[src/rtl/cpu_sram2like.sv]
// cpu_sram2like: CPU SRAM port to sram-like handshake adapter with pipeline stall and read-data hold.
// Define CPU_SRAM2LIKE_POSTED_WR_EN to let writes complete for the CPU at addr_ok.
module cpu_sram2like #(
    parameter bit READ_ALIGN = 1'b1
) (
    input  logic        clk,
    input  logic        resetn,
    input  logic        cpu_en,
    input  logic [3:0]  cpu_wen,
    input  logic [31:0] cpu_addr,
    input  logic [31:0] cpu_wdata,
    output logic [31:0] cpu_rdata,
    output logic        cpu_stall,
    input  logic        cpu_hold,
    output logic        req,
    output logic        wr,
    output logic [1:0]  size,
    output logic [31:0] addr,
    output logic [31:0] wdata,
    output logic [3:0]  wen,
    input  logic [31:0] rdata,
    input  logic        addr_ok,
    input  logic        data_ok
);
`ifdef CPU_SRAM2LIKE_POSTED_WR_EN
    localparam bit POSTED = 1'b1;
`else
    localparam bit POSTED = 1'b0;
`endif

    typedef enum logic [1:0] {IDLE, REQ, WAIT, DONE} state_t;

    state_t state, state_nx;
    logic   pending, start, accept, capture, post;

    function automatic logic [1:0] size_of(input logic [3:0] w);
        return (w == 4'b0001 || w == 4'b0010 || w == 4'b0100 || w == 4'b1000) ? 2'd0 :
               (w == 4'b0011 || w == 4'b1100) ? 2'd1 : 2'd2;
    endfunction

    always_comb begin
        start     = state == IDLE && cpu_en && !pending;
        accept    = state == REQ && addr_ok;
        capture   = (accept || state == WAIT) && data_ok;
        post      = POSTED && accept && wr;
        cpu_stall = state == IDLE ? cpu_en : state != DONE;
        state_nx  = state;
        case (state)
            IDLE:    state_nx = start ? REQ : IDLE;
            REQ:     state_nx = accept ? ((capture || post) ? DONE : WAIT) : REQ;
            WAIT:    state_nx = data_ok ? DONE : WAIT;
            DONE:    state_nx = cpu_hold ? DONE : IDLE;
            default: state_nx = IDLE;
        endcase
    end

    // A posted write whose data_ok arrives with addr_ok never becomes pending.
    always_ff @(posedge clk) begin
        if (!resetn) begin
            state     <= IDLE;
            req       <= 1'b0;
            wr        <= 1'b0;
            size      <= 2'd0;
            addr      <= 32'd0;
            wdata     <= 32'd0;
            wen       <= 4'd0;
            cpu_rdata <= 32'd0;
            pending   <= 1'b0;
        end else begin
            state <= state_nx;
            if (start) begin
                req   <= 1'b1;
                wr    <= |cpu_wen;
                size  <= size_of(cpu_wen);
                addr  <= (|cpu_wen || !READ_ALIGN) ? cpu_addr : {cpu_addr[31:2], 2'b00};
                wdata <= cpu_wdata;
                wen   <= cpu_wen;
            end
            if (accept)
                req <= 1'b0;
            if (capture && !wr)
                cpu_rdata <= rdata;
            if (post && !data_ok)
                pending <= 1'b1;
            else if (data_ok)
                pending <= 1'b0;
        end
    end
endmodule

[config.mk]
export PLATFORM = sky130hd
export DESIGN_NAME = cpu_sram2like
export DESIGN_NICKNAME = d
export VERILOG_FILES = /design/src/rtl/cpu_sram2like.sv
export SDC_FILE = /design/constraint.sdc
export NUM_CORES = 1
export LEC_CHECK = 0
export ABC_AREA = 1
export CAP_MARGIN = 15
export CORE_ASPECT_RATIO = 1.5
export CORE_MARGIN = 2
export CORE_UTILIZATION = 40
export DETAILED_ROUTE_END_ITERATION = 7
export PLACE_DENSITY = 0.8
export SYNTH_ARGS = -nofsm -noshare
export SYNTH_HDL_FRONTEND = slang
export SYNTH_SLANG_ARGS = --single-unit
[constraint.sdc]
create_clock -name clk -period 1.3 [get_ports clk]
set_input_delay 0.26 -clock clk [delete_from_list [all_inputs] [get_ports clk]]
set_output_delay 0.26 -clock clk [all_outputs]
set_load 0.005 [all_outputs]
Yosys cells after proc, flatten, opt, wreduce, memory -nomap -nowiden
Index checks and enable logic that the tools add are counted.

Eq/ne operators: 10. Mux-type cells: 10. Bitwise gates (word level): 1. Reductions and logical operators: 13.

Operators with widths (number): $mux 2 (5); $eq 4x2->1 const B (2); $eq 4x4->1 const B (2); $pmux 2 s4 (1); $logic_or 1x1->1 (5); $eq 2x2->1 const B (2); $eq 4x1->1 const B (1); $eq 4x3->1 const B (1); $logic_and 1x1->1 (4); $mux 1 (4); $reduce_or 4->1 (1); $eq 2x1->1 const B (1); $logic_not 2->1 (1); $ne 2x2->1 const B (1); $reduce_or 2->1 (1); $logic_not 1->1 (1); $not 1->1 (1).

Bits in registers: 106. Input bits: 106. Output and inout bits: 105.

Longest topological paths before layout
Gate-level depths: netlist of the first run.

Depth in word-level cells: 7. Depth in mapped cells: 7. Depth with buffers taken out: 7.

Worst setup path before layout of the first run
No wires, ideal clock.

Path kind: register to output. Start point: reg state[1]. End point: out cpu_stall. Arrival: 0.935 ns. Data required time: 1.040 ns. Slack: 0.105 ns. Stages on the path, launching flop included: 7. Path buffers: 1. Path through: dfxtp_1 > inv_2 > nand2_2 > inv_1 > nand2_4 > clkbuf_8 > nand3_1.

Word-level cells in the longest chain between the ends: 2. Elaborated cells on any way between the ends: 3. Classes of those cells: 1 x eq/ne; 1 x mux; 1 x reduce/logical.

Ends and longest elaborated chain: start, declared (RTL line 33) `state_t state, state_nx;`; start signal, assigned (RTL line 70) `state <= state_nx;`; $ne 2x2->1 or $logic_not 2->1 (tied branches) (RTL line 46) `cpu_stall = state == IDLE ? cpu_en : state != DONE;`; $mux 1 * (RTL line 46); end, declared (RTL line 13) `output logic cpu_stall,`.

Mark *: on every way between the ends. The rest lies on a longest branch, timed or not.

Worst setup path in the final report of the first run
Start point: reg state[1]. End point: reg cpu_rdata[14].

Word-level cells in the longest chain between the ends: 5. Elaborated cells on any way between the ends: 6. Classes of those cells: 2 x eq/ne; 4 x reduce/logical.

Ends and longest elaborated chain: $eq 2x1->1 (RTL line 43) `accept = state == REQ && addr_ok;`; $logic_and 1x1->1 (RTL line 43); $logic_or 1x1->1 * (RTL line 44) `capture = (accept || state == WAIT) && data_ok;`; $logic_and 1x1->1 * (RTL line 44); $logic_and 1x1->1 * (RTL line 81) `if (capture && !wr)`; end signal, assigned (RTL line 82) `cpu_rdata <= rdata;`; end, declared (RTL line 12) `output logic [31:0] cpu_rdata,`.

Marks and branches as above. A chain may end at the register's enable or synchronous reset.

==> flow_metrics.env, run 1 <==
export IMPL_critPathArrivalTime_ns=1.66
export IMPL_p_per_area_nw_per_um2=1200
export IMPL_status="finished, violations left"
export IMPL_drtIter0Drc=239
export IMPL_worst_r2r_cell_count=9
export IMPL_power_w=0.00872
export IMPL_grt_setup_unrepaired="yes"
export IMPL_fill_cells=771
export IMPL_wl_um=14300
export IMPL_ir_drop_v=0.000762
export IMPL_vias_per_cell=5.00
export IMPL_synthTopCellsByArea="dfxtp_1 (51%), nor2_1 (16%), o21ai_0 (8.2%)"
export IMPL_r2r_setup_slack_ns=-0.11
export IMPL_synth_yosys_seq_area_share=0.510
export IMPL_syn_nets=657
export IMPL_clkPwrFrac=0.306
export IMPL_fin_skew_ns=0.00495
export IMPL_io_pins=211
export IMPL_via_count=4524
export IMPL_post_route_period_util=1.09
export IMPL_clk_pin_slew_ns=0.07
export IMPL_worstSetupPathType="register to register"
export IMPL_cts_hold_buf=0
export IMPL_syn_area_per_cell_um2=7.55
export IMPL_syn_cell_area_um2=4160
export IMPL_cts_buffers=9
export IMPL_internal_power_w=0.00632
export IMPL_path_buf_inv=4
export IMPL_synth_area_leader_cell="dfxtp_1"
export IMPL_synthCells=551
export IMPL_die_h_um=129
export IMPL_ctsLongestPathBuffers=2
export IMPL_violations="negative setup slack"
export IMPL_hp_class="input port to register"
export IMPL_area_growth_pct=74.5
export IMPL_cts_htree_levels=3
export IMPL_wire_per_inst_um=15.8
export IMPL_grt_pass1_vias=4128
export IMPL_cp_startpoint="state[1]"
export IMPL_grt_max_degree=49
export IMPL_die_w_um=87.3
export IMPL_finalCriticalPeriod_ns=1.41
export IMPL_core_area_um2=10100
export IMPL_synth_top_area_share=0.510
export IMPL_setup_viol=30
export IMPL_layout_nets=889
export IMPL_first_pass_iters=4
export IMPL_p_seq_frac=0.428
export IMPL_p_leak_nw=3.46
export IMPL_power_frac_comb=0.266
export IMPL_endpoint_kind="register"
export IMPL_start_kind="register"
export IMPL_relSlewSlack=0.856
export IMPL_grtUsageTotal=0.211
export IMPL_portBuffers=210
export IMPL_antenna_left=0
export IMPL_cp_slowest_cell="dfxtp_2"
export IMPL_yosys_warnings=0
export IMPL_clkLatencyLatePin_ns=0.34
export IMPL_synth_seq_cells=106
export IMPL_hold_violations=0
export IMPL_max_freq_mhz=708
export IMPL_critPathMaxFanout=7
export IMPL_hpwl_um=8960
export IMPL_whs_path_depth=3
export IMPL_final_cell_mix="nor2_1 (172), clkdlybuf4s50_1 (104), dlygate4sd2_1 (104)"
export IMPL_hold_start="resetn"
export IMPL_mostFrequentLayoutCell="nor2_1"
export IMPL_route_detailed_drc=0
export IMPL_maxCapViolCount=0
export IMPL_grt_pass1_wl_um=18900
export IMPL_antenna_found_initial=0
export IMPL_switching_share=0.275
export IMPL_fp_row_count=45
export IMPL_root_buffer="clkbuf_16"
export IMPL_cp_required_ns=1.54
export IMPL_r2r_end="cpu_rdata[14]"
export IMPL_synthDistinctLibCells=21
export IMPL_critPathMaxStageDelay_ns=0.33
export IMPL_cts_tree="done"
export IMPL_whs_endpoint="wdata[11]"
export IMPL_cp_cell_sequence="inv_2 > buf_6 > buf_4 > nand3_4 > nand2_8 > clkbuf_16 > nand3_1 > nand2_1 > nor2_1"
export IMPL_worst_pin_slew_ns=0.216
export IMPL_reg2reg_from="state[1]"
export IMPL_gr_total_overflow=0
export IMPL_slew_viol_final=0
export IMPL_place_congestion=0.812
export IMPL_tns_ns=-1.30
export IMPL_antenna_cells_inserted=0
export IMPL_start_util=0.411
export IMPL_fin_ws_ns=-0.113
export IMPL_power_switching_w=0.00240
export IMPL_dieArea_um2=11300
export IMPL_cts_num_sinks=106
export IMPL_crit_family="simple AND/OR/NAND/NOR gates"
export IMPL_layout_drive_gt1_share=0.161
[layout make-up]
type,count,area [µm²],share of cell area
inverter,39,146,0.0201
timing repair buffer,257,2690,0.371
clock buffer,11,233,0.0320
sequential,106,2130,0.294
tap,117,146,0.0201
clock inverter,4,53.8,0.00740
multi-input combinational,370,1860,0.256
[how the worst max path moves through the flow]
| stage | slack (ns) | to | cells after the start |
|---|---|---|---|
| 6_report | -0.11 | cpu_rdata[14] | 9 |
| 5_1_grt | -0.17 | cpu_rdata[14] | 9 |
| 4_1_cts | -0.1 | cpu_stall | 5 |
| 3_5_place_dp | -0.43 | cpu_stall | 4 |
| 3_3_place_gp | -0.40 | cpu_stall | 4 |
| 2_1_floorplan | 0.11 | cpu_stall | 6 |
[stage by stage]
stage               hold WS [ns]  instance area, µm²  instances  setup WS [ns]  utilization
finish                     0.279                7270        904         -0.113        0.717
global route               0.301                7270        904         -0.172        0.717
CTS                        0.257                6680        887        -0.0986        0.659
detailed placement         0.463                6450        870         -0.432        0.637
global placement           0.453                6450        870         -0.405        0.637
floorplan                  0.395                4160        551          0.105            -
[what timing repair did]
| item | in CTS | in global routing |
|---|---|---|
| gates cloned | 0 | 17 |
| gates resized for setup | 127 | 106 |
| setup endpoints to repair | 163 | 96 |
| setup buffers | 2 | 0 |
| pin swaps | 3 | 54 |
[worst register-to-register path: cells and delay by family (launching register included)]
| family | cells | cell delay, ns |
|---|---|---|
| buffers and inverters | 4 | 0.47 |
| flip-flops | 1 | 0.33 |
| AND/OR/NAND/NOR | 5 | 0.54 |
[Yosys cell counts]
library cell and number:
inv_2 3, a21oi_1 35, nor2_1 172, dfxtp_1 106, buf_4 5, o21ai_1 1
buf_8 1, nand3_1 36, inv_1 36, nand2_2 1, nand2_1 46, clkbuf_1 7
buf_6 7, a21oi_2 1, o21ai_0 68, nand3_2 4, buf_2 14, nand2_4 2
nor2_4 2, a31oi_1 1, clkbuf_8 3
[registers in the layout, summed over array words and instances, names as in the netlist]
signal,cells
wen,4
size,2
req,1
wdata,32
addr,32
wr,1
state,2
cpu_rdata,32
[layer usage]
metal	up-vias	wire length [µm]	GRT usage
met4	0	454	0.102
met3	35	991	0.0475
met1	2085	5170	0.231
met5	-	0	0
li1	2208	-	-
met2	196	7700	0.377
[power by group through the flow]
stage | clock, W | sequential [W] | combinational (W)
floorplan | 0 | 0.00381 | 0.000782
global placement | 0 | 0.00377 | 0.00194
detailed placement | 0 | 0.00378 | 0.00200
CTS | 0.00270 | 0.00371 | 0.00185
global route | 0.00280 | 0.00377 | 0.00250
finish | 0.00267 | 0.00373 | 0.00232
[cells by family after synthesis]
family	count (synthesis)	share of synthesized area
AOI/OAI and AO/OA	106	0.129
buffers and inverters	76	0.0998
DFF	106	0.510
and+or+nand+nor	263	0.262
No activity file was read; power rests on OpenSTA's default activity.
==> run 2: changes to the inputs <==
--- a/config.mk
+++ b/config.mk
@@ -8,10 +8,12 @@
 export ABC_AREA = 1
 export CAP_MARGIN = 15
 export CORE_ASPECT_RATIO = 1.5
-export CORE_MARGIN = 2
+export CORE_MARGIN = 1
 export CORE_UTILIZATION = 40
 export DETAILED_ROUTE_END_ITERATION = 7
+export GPL_ROUTABILITY_DRIVEN = 1
 export PLACE_DENSITY = 0.8
 export SYNTH_ARGS = -nofsm -noshare
 export SYNTH_HDL_FRONTEND = slang
 export SYNTH_SLANG_ARGS = --single-unit
+export TNS_END_PERCENT = 50
==> run 2 against run 1 <==
Net effect:
- the flow still finishes with violations (negative setup slack)
- final cell count shrank 0.33%
- worst hold slack gained 0.056 ns
- register-to-register slack gained 0.06 ns
- sequential power is essentially flat
- fmax grew 2.7%
- global-route usage grew 0.82 points
- cell area shrank 2.5%
- highest routed layer unchanged
==> flow_metrics.env, run 2 (synthesis gave the netlist of run 1 again) <==
export IMPL_dieArea_um2=10800
export IMPL_critPathMaxStageDelay_ns=0.33
export IMPL_start_util=0.411
export IMPL_vias_per_cell=4.94
export IMPL_grt_pass1_wl_um=19100
export IMPL_post_route_period_util=1.06
export IMPL_hpwl_um=8550
export IMPL_ctsLongestPathBuffers=2
export IMPL_setup_viol=26
export IMPL_violations="negative setup slack"
export IMPL_grt_pass1_vias=4113
export IMPL_whs_ns=0.335
export IMPL_final_util=0.699
export IMPL_cp_required_ns=1.04
export IMPL_cts_num_sinks=106
export IMPL_die_w_um=85.3
export IMPL_max_freq_mhz=727
export IMPL_fill_cells=821
export IMPL_antenna_left=0
export IMPL_drtIter0Drc=224
export IMPL_mostFrequentLayoutCell="nor2_1"
export IMPL_power_w=0.00856
export IMPL_clk_pin_slew_ns=0.07
export IMPL_hold_violations=0
export IMPL_wire_per_inst_um=14.8
export IMPL_status="finished, violations left"
export IMPL_final_cell_mix="nor2_1 (172), clkdlybuf4s50_1 (104), dlygate4sd2_1 (104)"
export IMPL_ir_drop_v=0.000733
export IMPL_cp_cell_sequence="buf_4 > nand2_1 > nand3_2 > buf_6"
export IMPL_wl_um=13300
export IMPL_fin_ws_ns=-0.0759
export IMPL_maxCapViolCount=0
export IMPL_first_pass_iters=4
export IMPL_dpl_cell_area_um2=6420
export IMPL_gr_total_overflow=0
export IMPL_cp_slowest_cell="dfxtp_2"
export IMPL_root_buffer="clkbuf_16"
export IMPL_relSlewSlack=0.819
export IMPL_cts_tree="done"
export IMPL_antenna_found_initial=0
export IMPL_die_h_um=127
export IMPL_critPathMaxFanout=3
export IMPL_worst_pin_slew_ns=0.272
export IMPL_endpoint_kind="output port"
export IMPL_grt_max_degree=57
export IMPL_finalCriticalPeriod_ns=1.38
export IMPL_tns_ns=-0.519
export IMPL_largestRegisters="addr (32), cpu_rdata (32), wdata (32)"
export IMPL_slew_viol_final=0
export IMPL_layout_drive_gt1_share=0.163
export IMPL_route_detailed_drc=0
export IMPL_p_leak_nw=3.42
export IMPL_grt_setup_unrepaired="yes"
export IMPL_via_count=4447
export IMPL_area_growth_pct=70.2
export IMPL_fp_row_count=45
export IMPL_antenna_cells_inserted=0
export IMPL_core_area_um2=10100
export IMPL_p_per_area_nw_per_um2=1210
export IMPL_place_congestion=0.775
export IMPL_critPathArrivalTime_ns=1.12
export IMPL_cts_hold_buf=0
export IMPL_portBuffers=210
export IMPL_grtUsageTotal=0.219
export IMPL_clkLatencyLatePin_ns=0.35
export IMPL_cts_buffers=9
export IMPL_stdcell_area_um2=7080
export IMPL_fin_skew_ns=0.00682
export IMPL_hp_class="input port to register"
export IMPL_start_kind="register"
export IMPL_worstSetupPathType="register to output port"
export IMPL_io_pins=211
export IMPL_layout_nets=885
export IMPL_cts_htree_levels=3
## run 2: cell count changes in the layout (fill, tap and decap cells not counted), moves of 6 or more
cell	delta
dfxtp_1	-14
a21oi_2	-6
o21ai_1	-13
dfxtp_2	+14
o21ai_0	+13
a21oi_1	+7
## run 2: stage by stage
stage | worst slack, ns | instances
5_1_grt | -0.131 | 901
3_5_place_dp | -0.401 | 869
4_1_cts | -0.110 | 885
6_report | -0.0759 | 901
2_1_floorplan | 0.105 | 551
3_3_place_gp | -0.405 | 869
## run 2: final timing paths
kind,from,to,slack (ns),cells after the start
min,resetn,addr[1],0.33,3
max,state[1],cpu_stall,-0.08,4
min reg2reg,cpu_rdata[16],cpu_rdata[16],0.47,2
max reg2reg,state[1],cpu_rdata[23],-0.05,8
## run 2: cell type report
type                       instances  area, µm²  area share
timing repair buffer             254       2570       0.363
clock buffer                       9        225      0.0318
multi-input combinational        369       1780       0.251
tap                              117        146      0.0207
sequential                       106       2150       0.304
inverter                          39        146      0.0207
clock inverter                     7       66.3     0.00936
## run 2: repair_timing
action                     in CTS  in global routing
gates cloned                    0                 11
pin swaps                       0                 30
setup buffers                   0                  5
setup endpoints to repair     152                102
resized for setup             135                 82
## run 2: worst max-delay path, delay by kind of cell, from the launching register on
family        cells  cell delay (ns)
buf+inv           2             0.26
simple gates      2             0.18
flops             1             0.33
## run 2: power by group
group          internal [W]  switching, W  leakage, nW
Combinational       0.00117      0.000981         2.39
Sequential          0.00357      0.000162        0.883
Clock               0.00136       0.00131        0.145
## run 2: per-layer routing
metal / track usage / part of all wire
met5: 0 / 0
met4: 0.109 / 0.026
met3: 0.0553 / 0.067
met2: 0.373 / 0.52
met1: 0.255 / 0.39
